<file path="src/rtl/board_column_writer.sv">
`default_nettype none
// ============================================================================
// Module      : board_column_writer
// Description : Serialises a queen placement (one row index per column) into
//               one-hot column words over a valid/ready write port.
//               Optional macro CONFLICT_CHECK_EN adds a row-conflict flag.
// Revision    : 1.0 - initial release
// ============================================================================
module board_column_writer #(
    parameter int N     = 8,
    parameter int ROW_W = $clog2(N)
) (
    input  logic                 clk,
    input  logic                 rst_n,
    input  logic                 start,
    input  logic [N*ROW_W-1:0]   rows_in,
    output logic                 busy,
    output logic                 wr_valid,
    input  logic                 wr_ready,
    output logic [ROW_W-1:0]     col_addr,
    output logic [N-1:0]         column_content,
    output logic                 done,
    output logic                 conflict
);

    typedef enum logic [1:0] {
        S_IDLE  = 2'd0,
        S_WRITE = 2'd1,
        S_DONE  = 2'd2
    } state_t;

    localparam logic [ROW_W-1:0] c_LAST_COL = ROW_W'(N - 1);

    state_t             r_state;
    logic [ROW_W-1:0]   r_rows [N];
    logic [ROW_W-1:0]   r_col_addr;
    logic [N-1:0]       r_column_content;
    logic               r_busy;
    logic               r_wr_valid;
    logic               r_done;

    logic               w_accept;
    logic [ROW_W-1:0]   w_next_addr;
    logic [ROW_W-1:0]   w_next_row;

    // Out-of-range indices (non-power-of-two N) encode as an empty column.
    function automatic logic [N-1:0] f_onehot(input logic [ROW_W-1:0] row);
        logic [N-1:0] res;
        res = '0;
        if (int'(row) < N) begin
            res[row] = 1'b1;
        end
        return res;
    endfunction

    assign w_accept    = r_wr_valid & wr_ready;
    assign w_next_addr = r_col_addr + ROW_W'(1);
    assign w_next_row  = r_rows[w_next_addr];

`ifdef CONFLICT_CHECK_EN
    logic [N-1:0]       r_used;
    logic               r_conflict;
    logic [ROW_W-1:0]   w_cur_row;

    assign w_cur_row = r_rows[r_col_addr];
    assign conflict  = r_conflict;
`else
    assign conflict  = 1'b0;
`endif

    always_ff @(posedge clk or negedge rst_n) begin
        if (!rst_n) begin
            r_state          <= S_IDLE;
            r_col_addr       <= '0;
            r_column_content <= '0;
            r_busy           <= 1'b0;
            r_wr_valid       <= 1'b0;
            r_done           <= 1'b0;
            for (int c = 0; c < N; c++) begin
                r_rows[c] <= '0;
            end
`ifdef CONFLICT_CHECK_EN
            r_used           <= '0;
            r_conflict       <= 1'b0;
`endif
        end else begin
            case (r_state)
                S_IDLE: begin
                    r_done <= 1'b0;
                    if (start) begin
                        for (int c = 0; c < N; c++) begin
                            r_rows[c] <= rows_in[c*ROW_W +: ROW_W];
                        end
                        r_col_addr       <= '0;
                        r_column_content <= f_onehot(rows_in[0 +: ROW_W]);
                        r_wr_valid       <= 1'b1;
                        r_busy           <= 1'b1;
                        r_state          <= S_WRITE;
`ifdef CONFLICT_CHECK_EN
                        r_used           <= '0;
                        r_conflict       <= 1'b0;
`endif
                    end
                end

                S_WRITE: begin
                    if (w_accept) begin
`ifdef CONFLICT_CHECK_EN
                        if ((int'(w_cur_row) >= N) || r_used[w_cur_row]) begin
                            r_conflict <= 1'b1;
                        end
                        if (int'(w_cur_row) < N) begin
                            r_used[w_cur_row] <= 1'b1;
                        end
`endif
                        if (r_col_addr == c_LAST_COL) begin
                            r_wr_valid       <= 1'b0;
                            r_column_content <= '0;
                            r_done           <= 1'b1;
                            r_state          <= S_DONE;
                        end else begin
                            r_col_addr       <= w_next_addr;
                            r_column_content <= f_onehot(w_next_row);
                        end
                    end
                end

                S_DONE: begin
                    r_done  <= 1'b0;
                    r_busy  <= 1'b0;
                    r_state <= S_IDLE;
                end

                default: begin
                    r_state <= S_IDLE;
                end
            endcase
        end
    end

    assign busy           = r_busy;
    assign wr_valid       = r_wr_valid;
    assign col_addr       = r_col_addr;
    assign column_content = r_column_content;
    assign done           = r_done;

endmodule
`default_nettype wire
</file>
<file path="config.mk">
export PLATFORM = sky130hd
export DESIGN_NAME = board_column_writer
export DESIGN_NICKNAME = d
export VERILOG_FILES = /design/src/rtl/board_column_writer.sv
export SDC_FILE = /design/constraint.sdc
export NUM_CORES = 1
export LEC_CHECK = 0
export CORE_MARGIN = 4
export CORE_UTILIZATION = 54
export DETAILED_ROUTE_END_ITERATION = 12
export HOLD_SLACK_MARGIN = 0.12
export PLACE_DENSITY_LB_ADDON = 0.3
export SLEW_MARGIN = 20
export SYNTH_ARGS = -nofsm -noshare
export SYNTH_HDL_FRONTEND = slang
export SYNTH_SLANG_ARGS = --single-unit
</file>
<file path="constraint.sdc">
create_clock -name clk -period 4.08 [get_ports clk]
set_input_delay 0.612 -clock clk [delete_from_list [all_inputs] [get_ports clk]]
set_output_delay 0.612 -clock clk [all_outputs]
set_load 0.02 [all_outputs]
</file>
==> metrics <==
Ports=43; ys flop type=dfrtp_1; n_diodes=0; Post-Place Worst Slack=1.44 ns; placed insts=229; crit path DAT=1.78 ns; Async S/R FF share, synth=100%; drt total wl=3.74 mm; H-tree Lvls=2; CP max FO=11; clock tree buffer depth=2; largest net degree at the start of global routing=41; setup TNS=0 ns; Post-Layout Cell Count=237; Critical Path RT=3.47 ns; Core Region=0.00339 mm^2; warnings from Yosys=0; critical path buffer and inverter count=1; FF+latch count, synth=40; flop2flop setup slack=1.70 ns; Final Power=1.81 mW; Final Hold Viols=0; Worst path max stage delay=0.72 ns; critical-path cell list=clkdlybuf4s50_1; first-pass detailed-route iteration total=4; Worst path top cell family by delay=flip-flops; CP startpoint kind=flip-flop; critical path class=reg2out; worst hold path type=in2async; net count after synthesis=179; worst vdd ir=447 uV; post-synthesis sequential area ratio=51.9%; share of cells above drive strength 1=21.5%; post-route setup slack=1.69 ns; full die area=0.00459 mm^2; Synth area leader=dfrtp_1; relative slew slack=42.7%; grt ovf=0; Detail Placement HPWL=2.82 mm; 1st-iter DRT viols=218; # DRC=0; max frequency=418 MHz; Mapped Area=0.00193 mm^2; Die Y=67.8 um; max-cap violations=0; Slew @ Worst Pin=0.860 ns; Synth top area share=51.9%; Worst setup EP type=output port; status=completed; antenna viol nets, final=0; area delta synth->final=25.0%; Worst R2R Path Depth=6; vias per cell=5.60; ranking of synthesized cells by area=dfrtp_1, mux2_2, mux4_2; Critical R2R Capture=column_content[4]; first-pass GRT wire length=6.51 mm; clock skew=0.0134 ns; total CTS buffers=5; Port Buffers=41; Mapped Cells=149; drt wl/cell=15.8 um; Yosys cell types=40; Leakage=1.01 nW; clock sink count=40; total track usage=19.8%; Setup-failing EPs final=0; Critical-path top delay cell=dfrtp_1; Core Rows=21; vias in the first global route=1419; CTS clk-pin slew, worst paths=0.11 ns; TritonCTS clock tree=done; Clk Latency, worst-skew pair=0.35 ns; RSZ-0062 raised after global routing=false; R2R Path Start=col_addr[0]; EDFF count, synth=0; post-route minimum period=2.39 ns; die width=67.8 um; CTS root buffer=clkbuf_4; pwr dens=750 mW/mm^2; CTS-repair resized insts=0; Post-Syn Area per Cell=12.9 um^2; Starting Density=56.9%; initial antenna violation count=0; fin crit share=58.6%; Vias=1327; postcts setup bufs=0; most frequent cell after synthesis=dfrtp_1; Slew Limit Fails=0; # hold bufs at CTS=0; Final GP Congestion=0.832; Final #Nets=220; commonest cells in the netlist=dfrtp_1, mux2_2, nand2_1
-- cell families (layout without fill, tap and decap cells) --
family / after synthesis / in the layout / synth area share, %
multiplexers: 38 / 38 / 24.1
AND/OR/NAND/NOR: 40 / 40 / 11.4
buffers and inverters: 9 / 51 / 2.66
AO/OA/AOI/OAI: 19 / 19 / 8.50
adder cells (fa/ha/maj): 2 / 2 / 1.30
flip-flops: 40 / 40 / 51.9
other: 1 / 1 / 0.194
-- per-layer routing --
layer	share of wire (%)	GRT usage, %	wire length [um]	vias up
met2	52	32.7	1960	41
met3	6.8	6.32	253	5
met5	0	0	0	-
met1	39	23.8	1470	657
met4	1.6	8.35	61	0
li1	-	-	-	624
-- worst max-delay path by stage --
stage | start | endpoint | cells past startpoint
finish | col_addr[0] | col_addr[0] | 1
floorplan | col_addr[0] | column_content[3] | 7
CTS | col_addr[0] | col_addr[0] | 1
global route | col_addr[0] | column_content[5] | 6
global placement | start | r_rows[22] | 4
detailed placement | start | r_rows[19] | 4
-- flip-flops by register name, summed over array words and instances, names as in the netlist --
name,cells
col_addr,3
done,1
r_rows,24
busy,1
column_content,8
r_state,2
wr_valid,1
-- worst reg2reg max path, cell delays in order, from the launching register on --
cell	delay [ns]
dfrtp_1	0.60
ha_1	0.31
ha_1	0.46
mux4_2	0.39
mux2_2	0.30
nand2_1	0.11
o221ai_2	0.10
-- power breakdown --
| group | switching [mW] | internal [mW] | total, mW | leakage (nW) |
|---|---|---|---|---|
| Clock | 0.120 | 0.0851 | 0.205 | 0.0326 |
| Sequential | 0.118 | 0.567 | 0.685 | 0.486 |
| Combinational | 0.447 | 0.471 | 0.918 | 0.491 |
-- per-stage QoR --
step	utilization, %	cell area, um^2	hold WS [ns]
after floorplan	-	1930	0.316
after global placement	69.3	2350	0.467
after detailed placement	69.3	2350	0.476
after CTS	71.0	2410	0.379
after global routing	71.1	2410	0.426
final	71.1	2410	0.367
-- final cells by class --
| type | instances | area (um^2) |
|---|---|---|
| timing repair buffer | 41 | 405 |
| inverter | 2 | 7.51 |
| fill | 239 | 978 |
| tap | 46 | 57.6 |
| clock buffer | 8 | 58.8 |
| multi-input combinational | 100 | 881 |
| sequential | 40 | 1000 |
-- layout by cell type, fill, tap and decap left out, types with 2 or more instances in the layout --
| cell type | n |
|---|---|
| o21ai_0 | 2 |
| nand3_1 | 4 |
| nand2_1 | 15 |
| a21o_1 | 2 |
| mux2i_1 | 7 |
| mux2_1 | 5 |
| inv_1 | 2 |
| a21oi_1 | 2 |
| nand3b_1 | 2 |
| clkbuf_4 | 5 |
| nor2_1 | 4 |
| clkbuf_1 | 2 |
| clkdlybuf4s50_1 | 40 |
| nor2b_1 | 2 |
| ha_1 | 2 |
| o211ai_1 | 3 |
| dfrtp_1 | 40 |
| o221ai_2 | 4 |
| mux2_2 | 22 |
| a22o_1 | 2 |
| mux4_2 | 4 |
Note: power is estimated with default switching activity, not from simulation.
